<file path="src/rtl/cordic_pkg.sv">
`default_nettype none
// ============================================================================
//  Module      : cordic_pkg
//  Description : Shared types and constants for the CORDIC sequencing logic.
//  Revision    : 1.0  - initial release
// ============================================================================
package cordic_pkg;

    // Controller states, encoded explicitly so external observers can decode them
    typedef enum logic [1:0] {
        IDLE = 2'd0,
        LOAD = 2'd1,
        ITER = 2'd2,
        DONE = 2'd3
    } state_t;

    // Operating modes of the circular CORDIC
    localparam logic MODE_ROT = 1'b0;
    localparam logic MODE_VEC = 1'b1;

    // Default sizing: 16 micro-rotations need a 5-bit count to hold the value 16
    localparam int DEF_MAX_ITER = 16;
    localparam int DEF_CW       = 5;

endpackage : cordic_pkg
`default_nettype wire

</file>
<file path="src/rtl/cordic_iter_counter.sv">
`default_nettype none
// ============================================================================
//  Module      : iter_counter
//  Description : Micro-rotation index counter with synchronous clear, enable
//                and a terminal-count flag raised on the last index (lim-1).
//  Revision    : 1.0  - initial release
// ============================================================================
module iter_counter
    import cordic_pkg::*;
#(
    parameter int CW = DEF_CW
) (
    input  logic          clk,
    input  logic          rst_n,
    input  logic          clr,
    input  logic          en,
    input  logic [CW-1:0] lim,
    output logic [CW-1:0] cnt,
    output logic          tc
);

    logic [CW-1:0] cnt_q;
    logic [CW-1:0] cnt_d;

    // Clear wins over enable so the final iteration returns the count to zero
    always_comb begin
        cnt_d = cnt_q;
        if (clr) begin
            cnt_d = '0;
        end else if (en) begin
            cnt_d = cnt_q + CW'(1);
        end
    end

    // Count register
    always_ff @(posedge clk or negedge rst_n) begin
        if (!rst_n) begin
            cnt_q <= '0;
        end else begin
            cnt_q <= cnt_d;
        end
    end

    assign cnt = cnt_q;
    // lim is never zero while counting, so lim-1 does not wrap when it matters
    assign tc  = (cnt_q == (lim - CW'(1)));

endmodule : iter_counter
`default_nettype wire

</file>
<file path="src/rtl/cordic_ctrl.sv">
`default_nettype none
// ============================================================================
//  Module      : cordic_ctrl
//  Description : Sequencer for the circular CORDIC datapath: accepts a start,
//                pulses the X/Y/Z load, steps N micro-rotations supplying the
//                index and direction, then holds a result-valid handshake.
//  Revision    : 1.0  - initial release
// ============================================================================
module cordic_ctrl
    import cordic_pkg::*;
#(
    parameter int MAX_ITER = DEF_MAX_ITER,
    parameter int CW       = DEF_CW
) (
    input  logic          clk,
    input  logic          rst_n,
    input  logic          start,
    input  logic          mode,
    input  logic [CW-1:0] n_iter,
    output logic          in_ready,
    output logic          load,
    output logic          iter_en,
    output logic [CW-1:0] iter_idx,
    input  logic          z_sign,
    input  logic          y_sign,
    output logic          d,
    output logic          busy,
    output logic          out_valid,
    input  logic          out_ready
);

    localparam logic [CW-1:0] MAX_C = CW'(MAX_ITER);

    state_t        state_q,     state_d;
    logic          mode_q,      mode_d;
    logic [CW-1:0] cnt_lim_q,   cnt_lim_d;
    logic          in_ready_q,  in_ready_d;
    logic          load_q,      load_d;
    logic          iter_en_q,   iter_en_d;
    logic          busy_q,      busy_d;
    logic          out_valid_q, out_valid_d;

    logic [CW-1:0] cnt;
    logic          cnt_tc;
    logic          cnt_run;
    logic [CW-1:0] eff_iter;

    // Zero or out-of-range counts fall back to the full iteration budget
    assign eff_iter = ((n_iter == '0) || (n_iter > MAX_C)) ? MAX_C : n_iter;

    // The counter only moves in ITER and returns to zero on the last index,
    // so it reads zero in every other state and can drive iter_idx directly
    assign cnt_run = (state_q == ITER);

    iter_counter #(
        .CW (CW)
    ) u_iter_counter (
        .clk   (clk),
        .rst_n (rst_n),
        .clr   (cnt_run && cnt_tc),
        .en    (cnt_run),
        .lim   (cnt_lim_q),
        .cnt   (cnt),
        .tc    (cnt_tc)
    );

    // Next state and the registered outputs derived from that next state
    always_comb begin
        state_d   = state_q;
        mode_d    = mode_q;
        cnt_lim_d = cnt_lim_q;
        unique case (state_q)
            IDLE: begin
                if (start) begin
                    mode_d    = mode;
                    cnt_lim_d = eff_iter;
                    state_d   = LOAD;
                end
            end
            LOAD: state_d = ITER;
            ITER: begin
                if (cnt_tc) begin
                    state_d = DONE;
                end
            end
            DONE: begin
                if (out_valid_q && out_ready) begin
                    state_d = IDLE;
                end
            end
            default: state_d = IDLE;
        endcase
        in_ready_d  = (state_d == IDLE);
        load_d      = (state_d == LOAD);
        iter_en_d   = (state_d == ITER);
        busy_d      = (state_d == LOAD) || (state_d == ITER);
        out_valid_d = (state_d == DONE);
    end

    // State, latched operands and output registers
    always_ff @(posedge clk or negedge rst_n) begin
        if (!rst_n) begin
            state_q     <= IDLE;
            mode_q      <= MODE_ROT;
            cnt_lim_q   <= '0;
            in_ready_q  <= 1'b1;
            load_q      <= 1'b0;
            iter_en_q   <= 1'b0;
            busy_q      <= 1'b0;
            out_valid_q <= 1'b0;
        end else begin
            state_q     <= state_d;
            mode_q      <= mode_d;
            cnt_lim_q   <= cnt_lim_d;
            in_ready_q  <= in_ready_d;
            load_q      <= load_d;
            iter_en_q   <= iter_en_d;
            busy_q      <= busy_d;
            out_valid_q <= out_valid_d;
        end
    end

    assign in_ready  = in_ready_q;
    assign load      = load_q;
    assign iter_en   = iter_en_q;
    assign iter_idx  = cnt;
    assign busy      = busy_q;
    assign out_valid = out_valid_q;
    // Vectoring drives Y toward zero, rotation drives Z toward zero
    assign d = iter_en_q ? ((mode_q == MODE_VEC) ? y_sign : ~z_sign) : 1'b0;

endmodule : cordic_ctrl
`default_nettype wire

</file>
<file path="config.mk">
export PLATFORM = sky130hd
export DESIGN_NAME = cordic_ctrl
export DESIGN_NICKNAME = d
export VERILOG_FILES = /design/src/rtl/cordic_pkg.sv /design/src/rtl/cordic_iter_counter.sv /design/src/rtl/cordic_ctrl.sv
export SDC_FILE = /design/constraint.sdc
export NUM_CORES = 1
export LEC_CHECK = 0
export CAP_MARGIN = 0
export CORE_MARGIN = 1.5
export CORE_UTILIZATION = 45
export CTS_BUF_LIST = sky130_fd_sc_hd__clkbuf_16
export DETAILED_ROUTE_END_ITERATION = 10
export PLACE_DENSITY = 0.86
export SETUP_SLACK_MARGIN = 0.05
export SYNTH_ARGS = -nofsm -noshare
export SYNTH_HDL_FRONTEND = slang
export SYNTH_SLANG_ARGS = --single-unit
</file>
<file path="constraint.sdc">
create_clock -name clk -period 2.4 [get_ports clk]
set_input_delay 0.48 -clock clk [delete_from_list [all_inputs] [get_ports clk]]
set_output_delay 0.48 -clock clk [all_outputs]
set_load 0.02 [all_outputs]
</file>
==> run metrics <==
outcome=finished, final reports clean; drt wl/cell=12.91 um; Filler cells=173; #FFs+latches synth=18; Synth Cell Area=940.9 um2; maximum fanout along the worst path=1; Clock Sinks=18; Setup violations, final=0; CTS tree=done; Syn Area/Cell=10.45 um2; Clock Pin Slew Worst Setup and Hold Paths=50 ps; DRC=0; clock buffer count from CTS=3; Slew @ Worst Pin=781.3 ps; post-placement setup slack=135.3 ps; slew margin rel.=47.75%; Detail Route Antenna Nets=0; via count=730; Hold Vio Cnt, Final=0; crit end category=output port; RSZ-0062 raised after global routing=false; routed vias/inst=5.069; Seq/Total Area, Yosys=48.01%; vias in the first global route=783; Detailed Place HPWL=1441 um; post-route clock period utilization=77.83%; Die H=48.73 um; initial antenna violation count=0; final wirelength=1859 um; CP startpoint kind=input pin; critical path type=input pin to output port; n_diodes=0; drt initial violations=11; DIE AREA=2374 um2; most frequent cells in the layout=21 x clkdlybuf4s50_1, 17 x dfrtp_1, 10 x nand2_1; Final min period=1868 ps; Max Fclk=535.4 MHz; Cell Rows=16; Hold Slack=507.9 ps; clk_skew=1.429 ps; Netlist cell types=30; Die Width=48.73 um; share of layout cells above drive strength 1=8.547%; fin. max-slew vios=0; post-route setup TNS=0 ps; worst reg2reg setup slack=590 ps; core area=1962 um2; gr usage total=18.31%; Overflow after GRT=0; I/O pins=23; TritonRoute pass-1 iters=4; CTS root buf=clkbuf_16; data arrival time of the critical path=1390 ps; Longest Clk Path Bufs=2; count of warnings emitted by yosys=0; leakage=0.5925 nW; pin count of the biggest net entering global routing=19; gpl congestion=0.8271; max cap viols=0; Initial Utilization=47.96%; Max VDD drop=0.9247 mV; Cells after Synth=90; postcts setup bufs=0; P&R area growth vs syn=36.70%; PortBufs=22; Post-Syn Nets=107; worst min path class=register to register; H-tree levels=1; first-pass GRT wire length=3422 um; PwrDens=1591 nW/um2; most common cell after layout, fill and taps aside=clkdlybuf4s50_1; clk_lat worst skew=250 ps; final worst slack=532.2 ps; final net count=135; WP data required=1920 ps
worst max-delay path: stages:
cell and delay (ps):
clkdlybuf4s50_1 450, nand2_1 40, o21ai_0 60, and2_1 130, dlymetal6s2s_1 220
where the power goes:
part	internal, mW	switching, mW
logic	0.520	0.588
clock network	0.221	0.110
registers	0.455	0.152
synth_stat cells (all sizes together):
cell / number / share of area (%)
inv: 5 / 2.0
nor2: 2 / 0.80
nand2: 11 / 4.7
dfrtp: 17 / 45
a21o: 2 / 1.6
nor3: 2 / 2.3
buf: 2 / 1.3
and2: 1 / 0.67
or4: 1 / 0.80
o21a: 1 / 0.80
xor2: 5 / 4.7
mux2i: 1 / 1.1
ha: 5 / 6.6
a21oi: 6 / 3.2
and2b: 1 / 0.80
mux2: 1 / 1.2
dfstp: 1 / 2.8
o211a: 1 / 1.1
a31oi: 1 / 0.67
nand4: 4 / 2.7
o21ai: 6 / 3.2
xnor2: 4 / 3.7
nand3: 2 / 1.1
nand2b: 6 / 4.0
or3b: 1 / 0.93
o31ai: 1 / 2.3
cells by family (layout without fill, tap and decap cells):
logic type	count (synthesis)	after routing	share of synthesized area [%]
AO/OA/AOI/OAI	18	18	12.77
XOR/XNOR	9	9	8.377
adder cells (fa/ha/maj)	5	5	6.649
buffers and inverters	7	34	3.324
flip-flops	18	18	48.01
multiplexers	2	2	2.261
AND/OR/NAND/NOR	31	31	18.62
metrics by stage:
step	area [um2]	std cells	util [%]	power, mW
floorplan	940.9	90	-	1.341
global placement	1205	140	61.42	1.665
detailed placement	1205	140	61.42	1.723
CTS	1284	144	65.43	2.070
global route	1286	144	65.56	2.202
finish	1286	144	65.56	2.047
final timing paths:
| path | startpoint | to | cells past startpoint |
|---|---|---|---|
| setup / recovery | y_sign | d | 5 |
| hold / removal | cnt_lim_q[4] | cnt_lim_q[4] | 2 |
| max in group asynchronous | rst_n | u_iter_counter.cnt[3] | 1 |
| min in group asynchronous | rst_n | load | 1 |
| hold reg to reg | cnt_lim_q[4] | cnt_lim_q[4] | 2 |
| setup reg to reg | cnt_lim_q[0] | busy | 7 |
state kept, by name, summed over array words and instances, names as in the netlist:
signal / cells
cnt_lim_q: 5
u_iter_counter.cnt: 5
state_q: 2
busy: 1
in_ready: 1
iter_en: 1
load: 1
mode_q: 1
out_valid: 1
layout make-up:
| type | count | area, um2 | area share, % |
|---|---|---|---|
| Inverter | 5 | 18.77 | 1.459 |
| Clock inverter | 1 | 3.754 | 0.2918 |
| Multi-Input combinational cell | 65 | 457.9 | 35.60 |
| Timing Repair Buffer | 25 | 245.2 | 19.07 |
| Sequential cell | 18 | 451.7 | 35.12 |
| Clock buffer | 3 | 75.07 | 5.837 |
| Tap cell | 27 | 33.78 | 2.626 |
repair_timing:
action	4_1_cts	5_1_grt
resized for setup	0	1
endpoints found under the setup margin	0	1
hold buffers	0	0
metal layers:
metal,up-vias,GRT usage (%),wire length (um)
met5,-,0,0
met4,0,7.143,20
met2,15,32.65,1024
li1,362,-,-
met3,2,1.852,36
met1,351,22.65,777
Note: power is estimated with default switching activity, not from simulation.
